<file path="config.mk">
export PLATFORM = sky130hd
export DESIGN_NAME = snl_game_engine_flat
export DESIGN_NICKNAME = d
export VERILOG_FILES = /design/src/rtl/snl_pkg.sv /design/src/rtl/snl_game_engine_if.sv /design/src/rtl/snl_jump_map.sv /design/src/rtl/snl_game_engine.sv /design/src/flat_wrapper.sv
export SDC_FILE = /design/constraint.sdc
export NUM_CORES = 1
export LEC_CHECK = 0
export BUFFER_PORTS_ARGS = -buffer_cell sky130_fd_sc_hd__buf_2
export CELL_PAD_IN_SITES_DETAIL_PLACEMENT = 1
export CELL_PAD_IN_SITES_GLOBAL_PLACEMENT = 1
export CORE_MARGIN = 8
export CORE_UTILIZATION = 41
export CTS_CLUSTER_DIAMETER = 150
export DETAILED_ROUTE_END_ITERATION = 16
export GPL_ROUTABILITY_DRIVEN = 0
export PLACE_DENSITY_LB_ADDON = 0.15
export SETUP_SLACK_MARGIN = 0.3
export SYNTH_ARGS = -nofsm -noshare
export SYNTH_HDL_FRONTEND = slang
export SYNTH_HIERARCHICAL = 1
export SYNTH_SLANG_ARGS = --single-unit
</file>
<file path="constraint.sdc">
create_clock -name clk -period 3.4 [get_ports clk]
set_input_delay 0.51 -clock clk [delete_from_list [all_inputs] [get_ports clk]]
set_output_delay 0.51 -clock clk [all_outputs]
set_load 0.02 [all_outputs]
</file>
<file path="src/rtl/snl_pkg.sv">
// Shared types and defaults for the snakes-and-ladders engine: state encoding,
// default board size and the default snake/ladder table.
package snl_pkg;

  localparam int unsigned DEF_BOARD_SIZE = 64;

  typedef enum logic [2:0] {
    ST_IDLE      = 3'd0,
    ST_WAIT_ROLL = 3'd1,
    ST_MOVE      = 3'd2,
    ST_JUMP      = 3'd3,
    ST_CHECK     = 3'd4,
    ST_WIN       = 3'd5
  } state_e;

  // Ladders climb, snakes fall; any other square maps to itself.
  function automatic int unsigned default_jump(input int unsigned sq);
    case (sq)
      32'd3:   return 32'd20;
      32'd11:  return 32'd28;
      32'd40:  return 32'd58;
      32'd27:  return 32'd5;
      32'd45:  return 32'd25;
      32'd62:  return 32'd34;
      default: return sq;
    endcase
  endfunction

endpackage

</file>
<file path="src/rtl/snl_game_engine_if.sv">
// Game-control handshake: start pulse, dice offer/accept and illegal-dice flag.
interface snl_game_engine_if;
  logic       start;
  logic       dice_valid;
  logic [2:0] dice;
  logic       dice_ready;
  logic       dice_err;

  modport master (output start, dice_valid, dice, input dice_ready, dice_err);
  modport slave  (input start, dice_valid, dice, output dice_ready, dice_err);
endinterface

</file>
<file path="src/rtl/snl_jump_map.sv">
// Combinational square -> destination lookup for snakes and ladders.
module snl_jump_map
  import snl_pkg::*;
#(
  parameter int unsigned BOARD_SIZE = DEF_BOARD_SIZE
) (
  input  logic [$clog2(BOARD_SIZE)-1:0] i_sq,
  output logic [$clog2(BOARD_SIZE)-1:0] o_dst
);
  localparam int unsigned POS_W = $clog2(BOARD_SIZE);

  int unsigned w_dst;

  // Table entries that fall off a smaller board degrade to identity.
  always_comb begin
    w_dst = default_jump(32'(i_sq));
    o_dst = (w_dst < BOARD_SIZE) ? POS_W'(w_dst) : i_sq;
  end
endmodule

</file>
<file path="src/rtl/snl_game_engine.sv">
// Snakes-and-ladders turn engine. Define SNL_BOUNCE_BACK_EN to bounce overshooting
// rolls back from the goal; otherwise an overshooting roll leaves the player in place.
module snl_game_engine
  import snl_pkg::*;
#(
  parameter  int unsigned NUM_PLAYERS = 2,
  parameter  int unsigned BOARD_SIZE  = DEF_BOARD_SIZE,
  localparam int unsigned POS_W       = $clog2(BOARD_SIZE),
  localparam int unsigned PL_W        = (NUM_PLAYERS > 1) ? $clog2(NUM_PLAYERS) : 1
) (
  input  logic                         clk,
  input  logic                         rstn,
  snl_game_engine_if.slave             bus,
  output logic [PL_W-1:0]              cur_player,
  output logic [POS_W-1:0]             pos,
  output logic [NUM_PLAYERS*POS_W-1:0] pos_all,
  output logic [2:0]                   state,
  output logic [PL_W-1:0]              winner
);
  localparam logic [POS_W:0]  LAST_SQ = (POS_W+1)'(BOARD_SIZE - 1);
  localparam logic [PL_W-1:0] LAST_PL = PL_W'(NUM_PLAYERS - 1);

  state_e           r_state, w_next;
  logic [POS_W-1:0] r_pos [NUM_PLAYERS];
  logic [PL_W-1:0]  r_cur, r_winner;
  logic [2:0]       r_dice;
  logic             r_dice_err;

  logic             w_ready, w_illegal, w_accept, w_won;
  logic [POS_W-1:0] w_cur_pos, w_moved, w_jump_dst;
  logic [POS_W:0]   w_tent;

  snl_jump_map #(.BOARD_SIZE(BOARD_SIZE)) u_jump (
    .i_sq  (w_cur_pos),
    .o_dst (w_jump_dst)
  );

  assign w_cur_pos = r_pos[r_cur];
  assign w_ready   = (r_state == ST_WAIT_ROLL);
  assign w_illegal = (bus.dice == 3'd0) || (bus.dice == 3'd7);
  assign w_accept  = bus.dice_valid && w_ready && !w_illegal;
  assign w_won     = ({1'b0, w_cur_pos} == LAST_SQ);
  assign w_tent    = {1'b0, w_cur_pos} + (POS_W+1)'(r_dice);

`ifdef SNL_BOUNCE_BACK_EN
  localparam logic [POS_W:0] BOUNCE_REF = (POS_W+1)'(2 * (BOARD_SIZE - 1));
  logic [POS_W:0] w_bounce;
  assign w_bounce = BOUNCE_REF - w_tent;
  assign w_moved  = (w_tent <= LAST_SQ) ? w_tent[POS_W-1:0] : w_bounce[POS_W-1:0];
`else
  assign w_moved  = (w_tent <= LAST_SQ) ? w_tent[POS_W-1:0] : w_cur_pos;
`endif

  always_ff @(posedge clk or negedge rstn) begin
    if (!rstn) r_state <= ST_IDLE;
    else       r_state <= w_next;
  end

  always_comb begin
    w_next = r_state;
    case (r_state)
      ST_IDLE, ST_WIN: if (bus.start) w_next = ST_WAIT_ROLL;
      ST_WAIT_ROLL:    if (w_accept)  w_next = ST_MOVE;
      ST_MOVE:         w_next = ST_JUMP;
      ST_JUMP:         w_next = ST_CHECK;
      ST_CHECK:        w_next = w_won ? ST_WIN : ST_WAIT_ROLL;
      default:         w_next = ST_IDLE;
    endcase
  end

  always_ff @(posedge clk or negedge rstn) begin
    if (!rstn) begin
      for (int unsigned k = 0; k < NUM_PLAYERS; k++) r_pos[k] <= '0;
      r_cur      <= '0;
      r_winner   <= '0;
      r_dice     <= '0;
      r_dice_err <= 1'b0;
    end else begin
      r_dice_err <= w_ready && bus.dice_valid && w_illegal;
      case (r_state)
        ST_IDLE, ST_WIN: begin
          if (bus.start) begin
            for (int unsigned k = 0; k < NUM_PLAYERS; k++) r_pos[k] <= '0;
            r_cur    <= '0;
            r_winner <= '0;
            r_dice   <= '0;
          end
        end
        ST_WAIT_ROLL: if (w_accept) r_dice <= bus.dice;
        ST_MOVE:      r_pos[r_cur] <= w_moved;
        ST_JUMP:      r_pos[r_cur] <= w_jump_dst;
        ST_CHECK: begin
          if (w_won)                r_winner <= r_cur;
          else if (r_dice != 3'd6)  r_cur    <= (r_cur == LAST_PL) ? '0 : r_cur + 1'b1;
        end
        default: ;
      endcase
    end
  end

  always_comb begin
    pos_all = '0;
    for (int unsigned k = 0; k < NUM_PLAYERS; k++) pos_all[k*POS_W +: POS_W] = r_pos[k];
  end

  assign bus.dice_ready = w_ready;
  assign bus.dice_err   = r_dice_err;
  assign cur_player     = r_cur;
  assign pos            = w_cur_pos;
  assign state          = r_state;
  assign winner         = r_winner;
endmodule

</file>
<file path="src/flat_wrapper.sv">
// flat-port wrapper written by rule: the top's interface ports become plain ports
module snl_game_engine_flat import snl_pkg::*;
#(
  parameter  int unsigned NUM_PLAYERS = 2,
  parameter  int unsigned BOARD_SIZE  = DEF_BOARD_SIZE,
  localparam int unsigned POS_W       = $clog2(BOARD_SIZE),
  localparam int unsigned PL_W        = (NUM_PLAYERS > 1) ? $clog2(NUM_PLAYERS) : 1
)
  (clk, rstn, cur_player, pos, pos_all, state, winner, bus_start, bus_dice_valid, bus_dice, bus_dice_ready, bus_dice_err);
  snl_game_engine_if bus_i ();
  input  logic clk;
  input  logic rstn;
  output logic [PL_W-1:0] cur_player;
  output logic [POS_W-1:0] pos;
  output logic [NUM_PLAYERS*POS_W-1:0] pos_all;
  output logic [2:0] state;
  output logic [PL_W-1:0] winner;
  input wire logic [$bits(bus_i.start)-1:0] bus_start;
  input wire logic [$bits(bus_i.dice_valid)-1:0] bus_dice_valid;
  input wire logic [$bits(bus_i.dice)-1:0] bus_dice;
  output wire logic [$bits(bus_i.dice_ready)-1:0] bus_dice_ready;
  output wire logic [$bits(bus_i.dice_err)-1:0] bus_dice_err;
  assign bus_i.start = bus_start;
  assign bus_i.dice_valid = bus_dice_valid;
  assign bus_i.dice = bus_dice;
  assign bus_dice_ready = bus_i.dice_ready;
  assign bus_dice_err = bus_i.dice_err;
  snl_game_engine #(.NUM_PLAYERS(NUM_PLAYERS), .BOARD_SIZE(BOARD_SIZE)) u_core (.clk(clk), .rstn(rstn), .bus(bus_i), .cur_player(cur_player), .pos(pos), .pos_all(pos_all), .state(state), .winner(winner));
endmodule
</file>
==> results.yml <==
logic_synthesis:
  synth_area_leaders: "dfrtp_1 (30%), a21oi_1 (5.5%), o21ai_0 (5.5%), nand2_1 (4.3%), mux2i_1 (3.5%)"
  syn-instance-count: 218
  syn_area_um2: 1740
  synth_enable_flop_cells: 0
  synth_area_leader_cell: "dfrtp_1"
  ys_async_sr_fraction: 1.00
  synthDistinctLibCells: 55
  syn_area_per_cell_um2: 7.98
  syn_nets: 229
  yosysWarnings: 6
  synth_ff_type: "dfrtp_1"
  ys_ff_latch: 21
  yosysSeqAreaShare: 0.302
  synth_top_area_frac: 0.302
setup_path:
  cp_data_arrival_time_ns: 2.89
  critPathCaptureType: "flip-flop"
  cp-start-kind: "flip-flop"
  worstPathRequired_ns: 3.60
  worst-path-max-fanout: 11
  critPathKind: "reg -> reg"
sta:
  tightestPinTransition_ns: 0.538
  slew_headroom: 0.639
  fin_crit_ns: 2.70
  slew_violations: 0
  fin_skew_ns: 0.00105
  setup_viol: 0
  min_period_over_period: 0.793
  max_freq_mhz: 371
  rsz0062_at_grt: "false"
  final.setup.tns_ns: 0
  final-hold-violation-count: 0
route:
  drtIter0Drc: 111
  routed_wl_mm: 5.62
  viasPerCell: 6.15
  drcViolationCount: 0
  firstDrtPassIters: 4
  routedWlPerCell_um: 19.2
  ant_nets: 0
  vias: 1803
pwr:
  p_sw_mw: 0.924
  sw_frac_of_total: 0.536
  ir_drop_uv: 303
  p_int_mw: 0.800
  pwr-share-seq: 0.274
  finalPower_mw: 1.72
  leakage_nw: 0.885
  p_clk_frac: 0.098
  pwr-share-comb: 0.628
  powerDensity_nw_per_um2: 876
global_route:
  grt_start_max_net_pins: 26
  globalRouteOverflowTotal: 0
  grt_usage: 0.177
  grt_pass1_wl_mm: 9.15
  first_global_vias: 1856
  antenna_found_initial: 0
floorplanning:
  core_um2: 4030
  fp.dieW_um: 81.1
  ios: 32
  initial_utilization: 0.432
  dieArea_um2: 6580
  die_height_um: 81.1
  rows: 23
clock_network:
  cts.clk_slew.worst_paths_ns: 0.08
  clock-sinks: 21
  cts_tree: "done"
  cts_setup_buffers: 0
  cts_htree_levels: 1
  numCtsBuffers: 3
  cts_resized: 0
  clock_path_buffers: 2
  root_buffer: "clkbuf_8"
  clkLatencyLatePin_ns: 0.26
  postCtsHoldBufs: 0
finish:
  drive_gt1_frac: 0.198
  antenna_cells: 0
  nets: 255
  final_common_cell: "buf_2"
  area_delta_synth_final_pct: 13.2
  nFillCells: 531
  final_cell_mix: "buf_2 (31), dfrtp_1 (21), nand2_1 (20)"
job:
  drv_cap: 0
worst_hold_path:
  hp-class: "in -> async"
placement:
  numPortBuffers: 31
  dp_hpwl_mm: 4.19
run_status:
  run_status: "finished, final reports clean"
sequential cells by signal, summed over array words and instances (netlist names):
name,cells
u_core/pos_all,12
u_core/r_dice,3
u_core/state,3
u_core/bus.dice_err,1
u_core/cur_player,1
u_core/winner,1
cells by family (layout without fill, tap and decap cells):
logic type / Yosys count / count (layout) / share of synthesized area
buffers and inverters: 24 / 49 / 0.0568
AO/OA/AOI/OAI: 81 / 81 / 0.308
XOR/XNOR: 3 / 3 / 0.0151
AND/OR/NAND/NOR: 74 / 74 / 0.218
adder cells (fa/ha/maj): 4 / 4 / 0.0331
flip-flops: 21 / 21 / 0.302
multiplexers: 11 / 11 / 0.0669
cell usage after synthesis, drive strengths merged, types with 2 or more instances:
master / n
a21o: 5
a21oi: 19
a221o: 3
a22oi: 4
a311o: 2
a31o: 2
a31oi: 3
a41oi: 2
and2: 2
and2b: 3
and3: 2
and3b: 2
buf: 7
clkbuf: 5
dfrtp: 21
ha: 3
inv: 11
mux2: 5
mux2i: 6
nand2: 20
nand2b: 5
nand3: 11
nand4: 3
nor2: 14
nor3: 5
o21a: 3
o21ai: 22
o221ai: 2
o31ai: 3
xor2: 2
through the flow:
stage	worst slack, ns	utilization	cells	area [um^2]	hold slack [ns]
finish	0.703	0.489	293	1970	0.218
global route	0.451	0.489	293	1970	0.245
CTS	0.717	0.489	293	1970	0.226
detailed placement	0.732	0.477	289	1920	0.514
global placement	0.840	0.477	289	1920	0.492
floorplan	0.351	-	218	1740	0.214
final cells by class:
type                            count  area, um^2  area share
Clock buffer                        3        41.3      0.0210
Timing Repair Buffer               33         170      0.0865
Tap cell                           50        62.6      0.0318
Clock inverter                      1        5.00     0.00254
Inverter                           12        45.0      0.0229
Multi-Input combinational cell    173        1120       0.568
Sequential cell                    21         526       0.267
worst max-delay path, cell delays in order (launching register included):
cell and delay, ns:
dfrtp_1 0.48, mux2_4 0.31, ha_1 0.18, inv_1 0.05, fa_1 0.39, nand2b_1 0.20, a221o_1 0.49, a311o_1 0.40
o21ai_1 0.12
worst paths after layout:
check,startpoint,to,slack (ns),depth (start not counted)
max,u_core/cur_player,u_core/pos_all[8],0.70,8
min,rstn,u_core/pos_all[7],0.22,1
max reg2reg,u_core/cur_player,u_core/pos_all[8],0.70,8
min reg2reg,u_core/winner,u_core/winner,0.53,2
max in group asynchronous,rstn,u_core/winner,2.83,1
min in group clk,bus_dice_valid,u_core/bus.dice_err,0.46,3
routing by layer:
metal / up-vias / GRT usage / wire [um]
li1: 862 / - / -
met1: 887 / 0.227 / 2740
met2: 44 / 0.297 / 2570
met3: 10 / 0.0232 / 186
met4: 0 / 0.0643 / 114
met5: - / 0 / 0
power groups by stage:
stage / logic, mW / registers [mW] / clock network (mW)
floorplan: 0.741 / 0.485 / 0
global placement: 1.06 / 0.479 / 0
detailed placement: 1.08 / 0.477 / 0
CTS: 1.08 / 0.471 / 0.172
global route: 1.18 / 0.496 / 0.181
finish: 1.08 / 0.473 / 0.168
(Power assumes the default switching activity.)
